File: config.mk
export PLATFORM = sky130hd
export DESIGN_NAME = alu_regfile_datapath
export DESIGN_NICKNAME = d
export VERILOG_FILES = /design/src/rtl/constants_pkg.sv /design/src/rtl/alu.sv /design/src/rtl/mux2to1.sv /design/src/rtl/register_file.sv /design/src/rtl/alu_regfile_datapath.sv
export SDC_FILE = /design/constraint.sdc
export NUM_CORES = 1
export LEC_CHECK = 0
export CORE_MARGIN = 3
export CORE_UTILIZATION = 61
export CTS_CLUSTER_DIAMETER = 50
export DETAILED_ROUTE_END_ITERATION = 12
export MAX_ROUTING_LAYER = met4
export PLACE_DENSITY = 0.8
export SLEW_MARGIN = 10
export SYNTH_ARGS = -nofsm -noshare
export SYNTH_HDL_FRONTEND = slang
export SYNTH_SLANG_ARGS = --single-unit
export TNS_END_PERCENT = 1
File: constraint.sdc
create_clock -name clk -period 5.3 [get_ports clk]
set_input_delay 1.06 -clock clk [delete_from_list [all_inputs] [get_ports clk]]
set_output_delay 1.06 -clock clk [all_outputs]
set_load 0.005 [all_outputs]
File: src/rtl/constants_pkg.sv
// Shared opcode type and latched control bundle
// for the ALU / register-file datapath.
package constants_pkg;

  localparam int NUM_REGS = 16;
  localparam int REG_AW   = 4;

  localparam logic SEL_ALU = 1'b0;
  localparam logic SEL_DIN = 1'b1;

  typedef enum logic [1:0] {
    REG_READ  = 2'd0,
    REG_WRITE = 2'd1,
    ADD       = 2'd2,
    SUB       = 2'd3
  } ALUOp;

  typedef struct packed {
    logic [REG_AW-1:0] rd0_addr;
    logic [REG_AW-1:0] rd1_addr;
    logic [REG_AW-1:0] wr_addr;
    logic              rd0_en;
    logic              rd1_en;
    logic              wr_en;
    logic              subtract;
    logic              sel;
  } ctrl_t;

endpackage

File: src/rtl/alu.sv
// Add/subtract leaf cell: result = a + b + cin,
// carry of the MSB on cout.
module alu #(
  parameter int W = 8
) (
  input  logic [W-1:0] a,
  input  logic [W-1:0] b,
  input  logic         cin,
  output logic [W-1:0] result,
  output logic         cout
);

  assign {cout, result} = {1'b0, a} + {1'b0, b}
                        + {{W{1'b0}}, cin};

endmodule

File: src/rtl/mux2to1.sv
// Two-input word mux leaf cell.
module mux2to1 #(
  parameter int W = 8
) (
  input  logic         sel,
  input  logic [W-1:0] in0,
  input  logic [W-1:0] in1,
  output logic [W-1:0] out
);

  assign out = sel ? in1 : in0;

endmodule

File: src/rtl/register_file.sv
// 16-entry register file: two gated combinational
// read ports, one synchronous write port.
module register_file
  import constants_pkg::*;
#(
  parameter int W = 8
) (
  input  logic              clk,
  input  logic              reset,
  input  logic [REG_AW-1:0] rd0_addr_i,
  input  logic              rd0_en_i,
  output logic [W-1:0]      rd0_data_o,
  input  logic [REG_AW-1:0] rd1_addr_i,
  input  logic              rd1_en_i,
  output logic [W-1:0]      rd1_data_o,
  input  logic [REG_AW-1:0] wr_addr_i,
  input  logic              wr_en_i,
  input  logic [W-1:0]      wr_data_i
);

  logic [W-1:0] regs_q [NUM_REGS];

  // Reset wins over a write committing on the same edge.
  always_ff @(posedge clk) begin
    if (reset) begin
      for (int i = 0; i < NUM_REGS; i++) begin
        regs_q[i] <= '0;
      end
    end else if (wr_en_i) begin
      regs_q[wr_addr_i] <= wr_data_i;
    end
  end

  assign rd0_data_o = rd0_en_i ? regs_q[rd0_addr_i] : '0;
  assign rd1_data_o = rd1_en_i ? regs_q[rd1_addr_i] : '0;

endmodule

File: src/rtl/alu_regfile_datapath.sv
// Datapath core: op-decoding control register,
// register file, add/sub ALU and write-back mux.
module alu_regfile_datapath
  import constants_pkg::*;
#(
  parameter int DATA_BITS = 8
) (
  input  logic                 clk,
  input  logic                 reset,
  input  logic [REG_AW-1:0]    addr_a,
  input  logic [REG_AW-1:0]    addr_b,
  input  logic [REG_AW-1:0]    addr_r,
  input  logic [DATA_BITS-1:0] data_in,
  input  ALUOp                 op,
  output logic [DATA_BITS-1:0] data_out,
  output logic                 carry_out
);

  ctrl_t ctrl_q, ctrl_d;

  logic [DATA_BITS-1:0] rd0_data;
  logic [DATA_BITS-1:0] rd1_data;
  logic [DATA_BITS-1:0] b_op;
  logic [DATA_BITS-1:0] alu_res;
  logic [DATA_BITS-1:0] wr_data;

  // Fields an op does not mention keep their last value.
  always_comb begin
    ctrl_d = ctrl_q;
    unique case (op)
      REG_READ: begin
        ctrl_d.rd0_addr = addr_a;
        ctrl_d.rd0_en   = 1'b1;
        ctrl_d.rd1_en   = 1'b0;
        ctrl_d.wr_en    = 1'b0;
        ctrl_d.sel      = SEL_ALU;
      end
      REG_WRITE: begin
        ctrl_d.wr_addr = addr_a;
        ctrl_d.wr_en   = 1'b1;
        ctrl_d.rd0_en  = 1'b0;
        ctrl_d.rd1_en  = 1'b0;
        ctrl_d.sel     = SEL_DIN;
      end
      ADD, SUB: begin
        ctrl_d.rd0_addr = addr_a;
        ctrl_d.rd1_addr = addr_b;
        ctrl_d.wr_addr  = addr_r;
        ctrl_d.rd0_en   = 1'b1;
        ctrl_d.rd1_en   = 1'b1;
        ctrl_d.wr_en    = 1'b1;
        ctrl_d.subtract = (op == SUB);
        ctrl_d.sel      = SEL_ALU;
      end
      default: ;
    endcase
  end

  always_ff @(posedge clk) begin
    if (reset) begin
      ctrl_q <= '0;
    end else begin
      ctrl_q <= ctrl_d;
    end
  end

  register_file #(
    .W (DATA_BITS)
  ) u_rf (
    .clk        (clk),
    .reset      (reset),
    .rd0_addr_i (ctrl_q.rd0_addr),
    .rd0_en_i   (ctrl_q.rd0_en),
    .rd0_data_o (rd0_data),
    .rd1_addr_i (ctrl_q.rd1_addr),
    .rd1_en_i   (ctrl_q.rd1_en),
    .rd1_data_o (rd1_data),
    .wr_addr_i  (ctrl_q.wr_addr),
    .wr_en_i    (ctrl_q.wr_en),
    .wr_data_i  (wr_data)
  );

  // Two's-complement subtract: invert B, carry in 1.
  assign b_op = ctrl_q.subtract ? ~rd1_data : rd1_data;

  alu #(
    .W (DATA_BITS)
  ) u_alu (
    .a      (rd0_data),
    .b      (b_op),
    .cin    (ctrl_q.subtract),
    .result (alu_res),
    .cout   (carry_out)
  );

  mux2to1 #(
    .W (DATA_BITS)
  ) u_wb (
    .sel (ctrl_q.sel),
    .in0 (alu_res),
    .in1 (data_in),
    .out (wr_data)
  );

  assign data_out = rd0_data;

endmodule

# ---- Yosys cells after proc, flatten, opt, wreduce, memory -nomap -nowiden
# Memories as Yosys holds them, arrays and structs flattened. A register that Yosys moved wholly into a read port is not among the register bits.
# Index checks and enable logic that the tools add are counted.
dict set report classes {
  n_addsub 2
  mux 19
  n_eq_ne 3
  n_bitwise 1
  reduce_logical 5
}
# cell n
set op_table {}
lappend op_table {{$mux 8} 5}
lappend op_table {{$mux 4} 5}
lappend op_table {{$add 8x8->9} 1}
lappend op_table {{$add 9x1->9} 1}
lappend op_table {{$pmux 3 s3} 1}
lappend op_table {{$not 8->8} 1}
lappend op_table {{$pmux 4 s2} 1}
lappend op_table {{$reduce_or 8->1} 1}
lappend op_table {{$mux 1} 6}
lappend op_table {{$eq 2x2->1 const B} 2}
lappend op_table {{$reduce_or 3->1} 1}
lappend op_table {{$eq 2x1->1 const B} 1}
lappend op_table {{$logic_not 2->1} 1}
lappend op_table {{$pmux 1 s2} 1}
lappend op_table {{$reduce_bool 2->1} 1}
lappend op_table {{$reduce_or 2->1} 1}
dict set report word_totals {
  output_inout_bits 9
  memories 1
  ram_bits 128
  input_bits 24
  word_cells 39
  ff_bits 17
}
# memory words width read_ports rd_clocked_by_memory_dff wr line_no
set mem_list {}
lappend mem_list {u_rf.regs_q 16 8 2 2 16 register_file.sv:21} ;# logic [W-1:0] regs_q [NUM_REGS];

# ---- Longest topological paths before layout
# Gate-level depths: netlist of the first run.
dict set report logic_depth {
  ltp_word 7
  ltp_mapped 18
}

# ---- By module
# A second synthesis of the first run with hierarchy kept.
dict set report hier_totals {
  hier_cells 609
  area_unflattened_um2 8280.4
}
# mod area_per_inst_um2 cells_each n_inst seq_area_each_um2
set modules_own_cells {}
lappend modules_own_cells {register_file 7096.8 493 1 3843.7}
lappend modules_own_cells {alu_regfile_datapath 720.7 67 1 340.3}
lappend modules_own_cells {alu 331.6 40 1 0.0}
lappend modules_own_cells {mux2to1 131.4 9 1 0.0}

# ---- Least setup slack after synthesis of the first run
# OpenSTA, ideal clock, no wires.
dict set report synth_path {
  path_type {reg-to-output}
  startpoint {register with a tool-made name}
  endpoint {output port carry_out}
  stages_incl_launch_ff 15
  setup_slack_ps 694
  t_required_ps 4240
  arrival_time_ps 3546
  path_cell_list {dfxtp_1 buf_4 buf_2 buf_2 mux4_2 mux4_2 and2_1 ha_1 nor2b_1 o21ai_0 a21boi_0 o21ai_0 nand2b_1 a21o_1 a21o_1}
}
# item line_no
set synth_lines {}
lappend synth_lines {{to (decl)} alu_regfile_datapath.sv:16} ;# output logic carry_out

==> results of run 1 <==
sequential cells by signal, summed over array words and instances (netlist names), named ones only:
register     count
u_rf.regs_q    128
ctrl_q          17
synth_stat cells (all sizes together):
cell,count,area [µm²]
a21o,4,30.03
nor2b,12,75.07
mux4,73,1644
mux2,2,22.52
and3b,2,17.52
fa,1,20.02
o31ai,2,25.02
nand3,5,25.02
o31a,1,8.760
a22oi,1,7.510
a2111oi,2,18.77
ha,7,87.58
and3,1,6.260
a211oi,18,140.1
buf,17,108.9
nor4b,2,17.52
dfxtp,25,500.5
a311oi,1,8.760
edfxtp,128,3844
nand2b,19,118.9
o21ai,6,30.02
nor2,142,533.0
nand2,28,105.1
o2111ai,1,8.760
inv,8,30.03
and4b,1,10.01
clkbuf,28,105.1
a21boi,1,7.510
or2,1,6.260
xnor2,9,86.34
xor2,2,17.52
and2,6,37.54
a21oi,9,45.04
mux2i,21,222.7
nor3,1,10.01
nor3b,2,15.01
a211o,1,8.760
o211ai,2,15.01
power groups by stage:
stage	clock network [W]	logic (W)	registers, W
floorplan	0	0.000323	0.00139
global placement	0	0.000449	0.00142
detailed placement	0	0.000459	0.00142
CTS	0.00124	0.000464	0.00140
global route	0.00129	0.000505	0.00140
finish	0.00124	0.000479	0.00140
layer usage:
layer,share of wire,vias up,global-route usage
met2,0.48,413,0.4736
met1,0.35,2709,0.3963
li1,-,2294,-
met5,0,-,-
met4,0.045,0,0.1459
met3,0.12,66,0.08934
cell type report:
cell class | count | area [µm²]
sequential | 153 | 4352
multi-input combinational | 386 | 3456
clock inverter | 14 | 168.9
timing repair buffer | 59 | 551.8
fill | 837 | 3520
clock buffer | 18 | 429.2
inverter | 8 | 30.03
tap | 172 | 215.2
worst min-delay path: stages (launching register included):
cell and delay [ns]:
dfxtp_1 0.31, mux2i_1 0.06, nor2_1 0.10
metrics by stage:
step | total power [W] | TNS (ns) | hold WS, ns
2_1_floorplan | 0.001716 | 0 | 0.4635
3_3_place_gp | 0.001866 | 0 | 0.4807
3_5_place_dp | 0.001880 | 0 | 0.4947
4_1_cts | 0.003105 | 0 | 0.5129
5_1_grt | 0.003199 | -0.01630 | 0.5627
6_report | 0.003122 | 0 | 0.5058
timing repair:
item                                   CTS  global route
setup endpoints to repair                1             1
resized for setup                        2             8
endpoints found under the hold margin    0             0
setup buffers                            0             6
pin swaps                                0             2
logic make-up (layout without fill, tap and decap cells):
| family | after synthesis | after routing |
|---|---|---|
| compound gates | 49 | 49 |
| xor+xnor | 11 | 11 |
| fa+ha+maj | 8 | 8 |
| buf+inv | 53 | 99 |
| flops | 153 | 153 |
| mux | 96 | 96 |
| simple gates | 222 | 222 |
how the worst max path moves through the flow:
stage | endpoint | cells past startpoint | slack (ns) | startpoint
floorplan | carry_out | 14 | 0.69 | flop
global placement | carry_out | 12 | 0.60 | flop
detailed placement | carry_out | 13 | 0.51 | flop
CTS | carry_out | 16 | 0.06 | flop
global route | carry_out | 17 | -0.02 | flop
finish | carry_out | 14 | 0.20 | flop
==> flow_metrics.py, run 1 <==
metrics = {
    "cells_and_area": {
        "synthToLayoutAreaGrowth_pct": 14.74,
        "postLayoutCoreUtil": 0.7233,
        "final_common_cell": "nor2_1",
        "nets": 657,
        "finalInstanceArea_mm2": 0.009203,
        "layout_common_cells": "142 x nor2_1, 128 x edfxtp_1, 73 x mux4_2",
        "diodes": 0,
        "final_cells": 810,
        "drive_gt1_frac": 0.2257,
    },
    "sta": {
        "setup_viol": 0,
        "max_freq_ghz": 0.1962,
        "slew_violations": 0,
        "fin_worst_skew_ns": 0.01353,
        "hold_viol_final": 0,
        "period_minus_slack_ns": 5.098,
        "finalWorstSetupSlack_ns": 0.2019,
        "tightestPinTransition_ns": 0.9455,
        "min_period_over_period": 0.9619,
        "relSlewSlack": 0.3690,
    },
    "worst_setup_path": {
        "cp.required_ns": 4.24,
        "critical_path.cell_chain": "buf_12 -> mux4_2 -> mux4_2 -> nand2_1 -> xnor2_1 -> ha_1 -> nor2b_1 -> o21ai_1 -> a21boi_1 -> o21ai_0 -> nand2b_1 -> a21o_1 -> a21o_1 -> clkdlybuf4s50_1",
        "critPathTopFamily": "multiplexers",
        "reg2reg_depth": 15,
        "path_class": "flop to output pin",
        "critPathArrivalTime_ns": 4.04,
        "ff2ff_setup_slack_ns": 1.14,
        "start_kind": "flop",
        "path_buf_inv": 2,
        "worstSetupEndpointType": "output pin",
        "worst_path_max_delay_cell": "mux4_2",
        "slowest_delay_ns": 0.56,
        "path_max_fanout": 15,
        "r2r-end": "u_rf.regs_q[6][7]",
    },
    "logic_synthesis": {
        "ys_types": 46,
        "synth-simple-area-share": 0.1218,
        "synthesis.nets": 624,
        "synthesis.area_mm2": 0.008020,
        "synth_mux_area_frac": 0.2356,
        "ys_seq_elements": 153,
        "synth_compound_area_frac": 0.04415,
        "synthCells": 592,
        "synth_fa_ha_area_frac": 0.01342,
        "synth_xor_area_frac": 0.01295,
        "synth_area_per_cell_um2": 13.55,
        "synth_top_family_by_area": "multiplexers",
        "ys_warn_count": 0,
        "seq_area_frac_synth": 0.5417,
    },
    "grt": {
        "grt_pass1_wl_um": 31830,
        "grt_usage": 0.3127,
        "overflow": 0,
        "grt_max_degree": 34,
        "grt_pass1_vias": 5429,
        "antenna_found_initial": 0,
    },
    "clocking": {
        "numCtsBuffers": 17,
        "h-tree-depth": 4,
        "ctsHoldBuffers": 0,
        "cts_num_sinks": 153,
        "clock_latency_ns": 0.44,
        "root_buffer": "clkbuf_16",
        "clk_pin_slew_worst_paths_ns": 0.06,
        "clock_path_buffers": 2,
        "cts_tree": "built",
    },
    "die": {
        "coreArea_mm2": 0.01272,
        "ioPinCount": 33,
        "dieArea_mm2": 0.01456,
        "die_x_um": 120.7,
        "fp.dieH_um": 120.7,
        "rows": 41,
        "start_util": 0.6304,
    },
    "power_and_ir_drop": {
        "p_comb_frac": 0.153,
        "seqPwrFrac": 0.448,
        "powerDensity_mw_per_mm2": 339.3,
        "switching_share": 0.2630,
        "leakagePower_nw": 3.231,
        "power_switching_w": 0.0008211,
        "p_int_w": 0.002301,
        "power_frac_clock": 0.399,
        "ir_worst_vdd_mv": 0.3004,
    },
    "run": {
        "cap_violations": 0,
    },
    "place": {
        "dpl.cell_count": 772,
        "pre_cts_ws_ns": 0.5058,
        "port_buffers": 32,
        "gp_congestion": 0.9402,
        "placed_area_mm2": 0.008527,
        "dp_hpwl_um": 14680,
    },
    "status": {
        "status": "completed",
    },
    "routing": {
        "drt_iter0_drc": 787,
        "dr.pass1.iters": 6,
        "wl_per_cell_um": 26.05,
        "viasPerCell": 6.768,
        "postRouteWirelength_um": 21100,
        "antenna_left": 0,
        "route.vias.total": 5482,
        "drc": 0,
    },
    "worst_hold_path": {
        "hold_depth": 2,
        "hold_class": "flop to flop",
        "hold_start": "ctrl_q[11]",
        "worstHoldEndpoint": "ctrl_q[11]",
    },
}
No activity file was read; power rests on OpenSTA's default activity.
==> run 2: changes to the inputs <==
--- a/config.mk
+++ b/config.mk
@@ -5,12 +5,12 @@
 export SDC_FILE = /design/constraint.sdc
 export NUM_CORES = 1
 export LEC_CHECK = 0
-export CORE_MARGIN = 3
+export CORE_MARGIN = 5
 export CORE_UTILIZATION = 61
 export CTS_CLUSTER_DIAMETER = 50
 export DETAILED_ROUTE_END_ITERATION = 12
 export MAX_ROUTING_LAYER = met4
-export PLACE_DENSITY = 0.8
+export PLACE_DENSITY = 0.79
 export SLEW_MARGIN = 10
 export SYNTH_ARGS = -nofsm -noshare
 export SYNTH_HDL_FRONTEND = slang
==> constraint.sdc (replaced) <==
create_clock -name clk -period 4.9 [get_ports clk]
set_input_delay 0.98 -clock clk [delete_from_list [all_inputs] [get_ports clk]]
set_output_delay 0.98 -clock clk [all_outputs]
set_load 0.005 [all_outputs]
==> run 2 against run 1 <==
  * Sequential power rose by 9%
  * Sequential share of layout area fell by 1.0 points
  * Cell area rose by 2.3%
  * Clock power barely moved
  * Critical path depth did not move
  * Clock skew fell by 0.0048 ns
  * Sequential cell count did not move
  * Routed wire length rose by 5.3%
  * Critical path type unchanged
  * Critical endpoint unchanged
  * Highest routed layer unchanged
==> flow_metrics.py, run 2 (synthesis gave the netlist of run 1 again) <==
metrics = {
    "die": {
        "start_util": 0.6279,
        "ioPinCount": 33,
        "coreArea_mm2": 0.01277,
        "die_x_um": 124.7,
        "rows": 41,
        "fp.dieH_um": 124.7,
        "dieArea_mm2": 0.01554,
    },
    "worst_setup_path": {
        "start_kind": "flop",
        "worstSetupEndpointType": "output pin",
        "worst_path_max_delay_cell": "mux4_2",
        "path_buf_inv": 2,
        "critical_path.cell_chain": "buf_12 -> mux4_2 -> mux4_2 -> nand2_2 -> xnor2_1 -> ha_1 -> nor2b_2 -> o21ai_2 -> a21boi_2 -> o21ai_1 -> nand2b_1 -> a21o_1 -> a21o_1 -> dlymetal6s2s_1",
        "critPathTopFamily": "multiplexers",
        "slowest_delay_ns": 0.50,
        "cp.required_ns": 3.92,
        "path_class": "flop to output pin",
        "path_max_fanout": 5,
        "critPathArrivalTime_ns": 3.64,
    },
    "routing": {
        "wl_per_cell_um": 26.78,
        "drc": 0,
        "postRouteWirelength_um": 22230,
        "viasPerCell": 6.801,
        "dr.pass1.iters": 5,
        "antenna_left": 0,
        "drt_iter0_drc": 936,
        "route.vias.total": 5645,
    },
    "sta": {
        "fin_worst_skew_ns": 0.008720,
        "min_period_over_period": 0.9419,
        "fin_setup_tns_ns": 0,
        "max_freq_ghz": 0.2167,
        "setup_viol": 0,
        "grt_setup_unrepaired": "no",
        "relSlewSlack": 0.3191,
        "hold_viol_final": 0,
        "whs_ns": 0.5032,
        "slew_violations": 0,
        "tightestPinTransition_ns": 1.020,
        "finalWorstSetupSlack_ns": 0.2848,
        "period_minus_slack_ns": 4.615,
    },
    "cells_and_area": {
        "fill_cells": 773,
        "drive_gt1_frac": 0.2603,
        "reg_top3": "u_rf.regs_q x128, ctrl_q x17",
        "largest_reg_flops": 128,
        "regArea_mm2": 0.004352,
        "final_common_cell": "nor2_1",
        "multiInputGateArea_mm2": 0.003497,
        "nets": 676,
        "postLayoutCoreUtil": 0.7368,
        "synthToLayoutAreaGrowth_pct": 17.35,
        "largest_register": "u_rf.regs_q",
        "layout_common_cells": "141 x nor2_1, 128 x edfxtp_1, 73 x mux4_2",
    },
    "clocking": {
        "clock_latency_ns": 0.44,
        "numCtsBuffers": 17,
        "ctsHoldBuffers": 0,
        "clk_pin_slew_worst_paths_ns": 0.07,
        "h-tree-depth": 4,
        "cts_tree": "built",
        "root_buffer": "clkbuf_16",
        "clock_path_buffers": 2,
        "cts_num_sinks": 153,
    },
    "grt": {
        "antenna_found_initial": 1,
        "grt_pass1_vias": 5641,
        "grt_pass1_wl_um": 33290,
        "grt_usage": 0.2999,
        "overflow": 0,
        "grt_max_degree": 34,
    },
    "place": {
        "port_buffers": 32,
        "dp_hpwl_um": 15410,
        "gp_congestion": 0.9785,
        "pre_cts_ws_ns": 0.2719,
    },
    "power_and_ir_drop": {
        "ir_worst_vdd_mv": 0.2940,
        "powerDensity_mw_per_mm2": 355.4,
        "leakagePower_nw": 3.353,
        "finalPower_w": 0.003345,
    },
    "status": {
        "status": "completed",
    },
    "run": {
        "cap_violations": 0,
    },
    "worst_hold_path": {
        "hold_class": "flop to flop",
    },
}
## run 2: changes by cell type in the layout (fill, tap and decap cells not counted), sizes merged
cell	delta
clkinvlp	-1
diode	+1
dlymetal6s2s	+1
clkbuf	+3
bufinv	-3
buf	+18
inv	+3
clkinv	-1
clkdlybuf4s50	-1
## run 2: what timing repair did
action | in CTS | in global routing
setup buffers | 12 | 7
gates resized for setup | 11 | 12
endpoints found under the setup margin | 1 | 1
pin swaps | 1 | 6
gates cloned | 0 | 1
## run 2: path summary, 6_finish.rpt
kind / end / slack [ns] / cells after the start / startpoint
worst max register to register: u_rf.regs_q[1][7] / 0.78 / 17 / flop
worst max-delay path: carry_out / 0.28 / 14 / flop
worst min register to register: ctrl_q[10] / 0.50 / 2 / ctrl_q[10]
worst min-delay path: ctrl_q[10] / 0.50 / 2 / ctrl_q[10]
## run 2: area by class of cell
class	count	share of cell area
inverter	8	0.003191
clock buffer	20	0.04972
timing repair buffer	78	0.07937
clock inverter	12	0.01064
tap	172	0.02287
sequential	153	0.4624
multi-input combinational	386	0.3716
antenna	1	0.0002659
## run 2: worst min-delay path, cell delays in order (launching register included)
cell     delay (ns)
dfxtp_1        0.30
mux2i_1        0.06
nor2_1         0.10
## run 2: layer usage
layer / vias up / share of wire / GRT usage
met5: - / 0 / -
met4: 0 / 0.048 / 0.1418
met3: 77 / 0.12 / 0.1025
met2: 426 / 0.48 / 0.4542
met1: 2799 / 0.35 / 0.3650
li1: 2343 / - / -
## run 2: metrics by stage
stage	cell area [µm²]	std cells
2_1_floorplan	8020	592
3_3_place_gp	8577	777
3_5_place_dp	8577	777
4_1_cts	9276	821
5_1_grt	9412	830
6_report	9412	830
## run 2: report_power, final
part           internal, W  switching, W  leakage, nW  total, W
Clock             0.000704      0.000559        0.277   0.00126
Combinational     0.000244      0.000321         1.54  0.000565
Sequential         0.00146     0.0000518         1.53   0.00152
==> run 3: changes to the inputs <==
==> constraint.sdc (replaced) <==
create_clock -name clk -period 4.9 [get_ports clk]
set_input_delay 0.49 -clock clk [delete_from_list [all_inputs] [get_ports clk]]
set_output_delay 0.49 -clock clk [all_outputs]
set_load 0.005 [all_outputs]
==> run 3 against run 2 <==
  * Clock power rose by 5%
  * Highest routed layer unchanged
  * Setup slack got worse by 0.043 ns
  * Total power rose by 0.53%
==> flow_metrics.py, run 3 (synthesis gave the netlist of run 1 again) <==
metrics = {
    "status": {
        "status": "completed",
    },
    "run": {
        "cap_violations": 0,
    },
    "die": {
        "ioPinCount": 33,
        "dieArea_mm2": 0.01554,
        "rows": 41,
        "start_util": 0.6279,
        "fp.dieH_um": 124.7,
        "die_x_um": 124.7,
        "coreArea_mm2": 0.01277,
    },
    "worst_setup_path": {
        "path_class": "flop to output pin",
        "path_max_fanout": 16,
        "critPathArrivalTime_ns": 4.17,
        "worstSetupEndpointType": "output pin",
        "worst_path_max_delay_cell": "dfxtp_4",
        "cp.required_ns": 4.41,
        "critical_path.cell_chain": "buf_4 -> mux4_2 -> nor2_1 -> a311oi_1 -> a211oi_2 -> nor2_1 -> inv_1 -> fa_1 -> nor2b_1 -> o21ai_0 -> a21boi_0 -> o21ai_0 -> nand2b_1 -> a21o_1 -> a21o_1 -> clkdlybuf4s50_1",
        "slowest_delay_ns": 0.53,
        "start_kind": "flop",
    },
    "clocking": {
        "numCtsBuffers": 17,
        "root_buffer": "clkbuf_16",
        "cts_num_sinks": 153,
        "h-tree-depth": 4,
        "cts_tree": "built",
        "clk_pin_slew_worst_paths_ns": 0.06,
        "clock_latency_ns": 0.43,
        "clock_path_buffers": 2,
    },
    "sta": {
        "slew_violations": 0,
        "period_minus_slack_ns": 4.658,
        "max_freq_ghz": 0.2147,
        "setup_viol": 0,
        "tightestPinTransition_ns": 0.9886,
        "min_period_over_period": 0.9507,
        "relSlewSlack": 0.3409,
        "grt_setup_unrepaired": "no",
        "fin_worst_skew_ns": 0.009984,
        "hold_viol_final": 0,
        "fin_setup_tns_ns": 0,
    },
    "power_and_ir_drop": {
        "ir_worst_vdd_mv": 0.2944,
        "powerDensity_mw_per_mm2": 365.9,
        "leakagePower_nw": 3.241,
    },
    "grt": {
        "grtUsageMet1": 0.3600,
        "overflow": 0,
        "grt_max_degree": 35,
        "grt_usage": 0.2911,
        "use_met2": 0.4504,
        "grtUsageMet3": 0.09305,
        "grt_pass1_vias": 5477,
        "grt_busiest_layer": "met2",
        "antenna_found_initial": 0,
        "grt_pass1_wl_um": 32600,
    },
    "cells_and_area": {
        "final_common_cell": "nor2_1",
        "regArea_mm2": 0.004357,
        "layout_common_cells": "142 x nor2_1, 128 x edfxtp_1, 73 x mux4_2",
        "postLayoutCoreUtil": 0.7194,
        "drive_gt1_frac": 0.2276,
        "final_cells": 809,
        "diodes": 0,
        "synthToLayoutAreaGrowth_pct": 14.57,
        "finalInstanceArea_mm2": 0.009189,
        "nets": 656,
        "largest_register": "u_rf.regs_q",
        "multiInputGateArea_mm2": 0.003438,
        "fill_cells": 815,
        "largest_reg_flops": 128,
        "reg_top3": "u_rf.regs_q x128, ctrl_q x17",
    },
    "routing": {
        "postRouteWirelength_um": 21250,
        "drt_iter0_drc": 847,
        "viasPerCell": 6.796,
        "antenna_left": 0,
        "route.vias.total": 5498,
        "dr.pass1.iters": 8,
        "drc": 0,
        "wl_per_cell_um": 26.27,
    },
    "worst_hold_path": {
        "hold_class": "flop to flop",
    },
    "place": {
        "port_buffers": 32,
        "gp_congestion": 0.9884,
        "placed_area_mm2": 0.008492,
        "dpl.cell_count": 769,
        "dp_hpwl_um": 14840,
    },
}
run 3: worst max-delay path: cells and delay by family, from the launching register on:
kind / cells / cell delay, ns
AND/OR/NAND/NOR: 4 / 0.39
adder cells (fa/ha/maj): 1 / 0.20
AO/OA/AOI/OAI: 7 / 1.30
buffers and inverters: 3 / 0.80
flip-flops: 1 / 0.53
multiplexers: 1 / 0.51
run 3: path summary, 6_finish.rpt:
path | start | endpoint | slack [ns] | cells after the start
setup reg to reg | flop | u_rf.regs_q[14][7] | 0.76 | 16
setup / recovery | flop | carry_out | 0.24 | 16
hold / removal | ctrl_q[10] | flop | 0.50 | 2
hold reg to reg | ctrl_q[10] | flop | 0.50 | 2
run 3: layout make-up:
class | instances | area share
Timing Repair Buffer | 58 | 0.05923
Inverter | 8 | 0.003268
Multi-Input combinational cell | 386 | 0.3742
Clock inverter | 8 | 0.007489
Sequential cell | 153 | 0.4741
Clock buffer | 24 | 0.05828
Tap cell | 172 | 0.02342
run 3: power by group:
group	switching, W	leakage (nW)	internal (W)
Clock	0.000544	0.301	0.000778
Combinational	0.000295	1.41	0.000221
Sequential	0.0000606	1.53	0.00146
run 3: per-stage QoR:
step                      power (W)  hold slack (ns)  setup WS, ns
final                      0.003362           0.4984        0.2418
after detailed placement   0.002041           0.4972        0.4506
after floorplan            0.001856           0.4635        0.5919
after CTS                  0.003343           0.5106       0.03063
after global placement     0.002026           0.4819        0.5998
after global routing       0.003469           0.5498       0.01533
run 3: routing by layer:
| metal | up-vias | part of all wire | routed length, µm |
|---|---|---|---|
| li1 | 2293 | - | - |
| met1 | 2667 | 0.34 | 7264 |
| met2 | 457 | 0.48 | 10280 |
| met3 | 81 | 0.13 | 2740 |
| met4 | 0 | 0.045 | 962 |
| met5 | - | 0 | 0 |
run 3: what timing repair did:
action                     4_1_cts  5_1_grt
setup endpoints to repair        1        1
resized for setup                1        8
pin swaps                        0        2
hold buffers                     0        0
setup buffers                    0        8
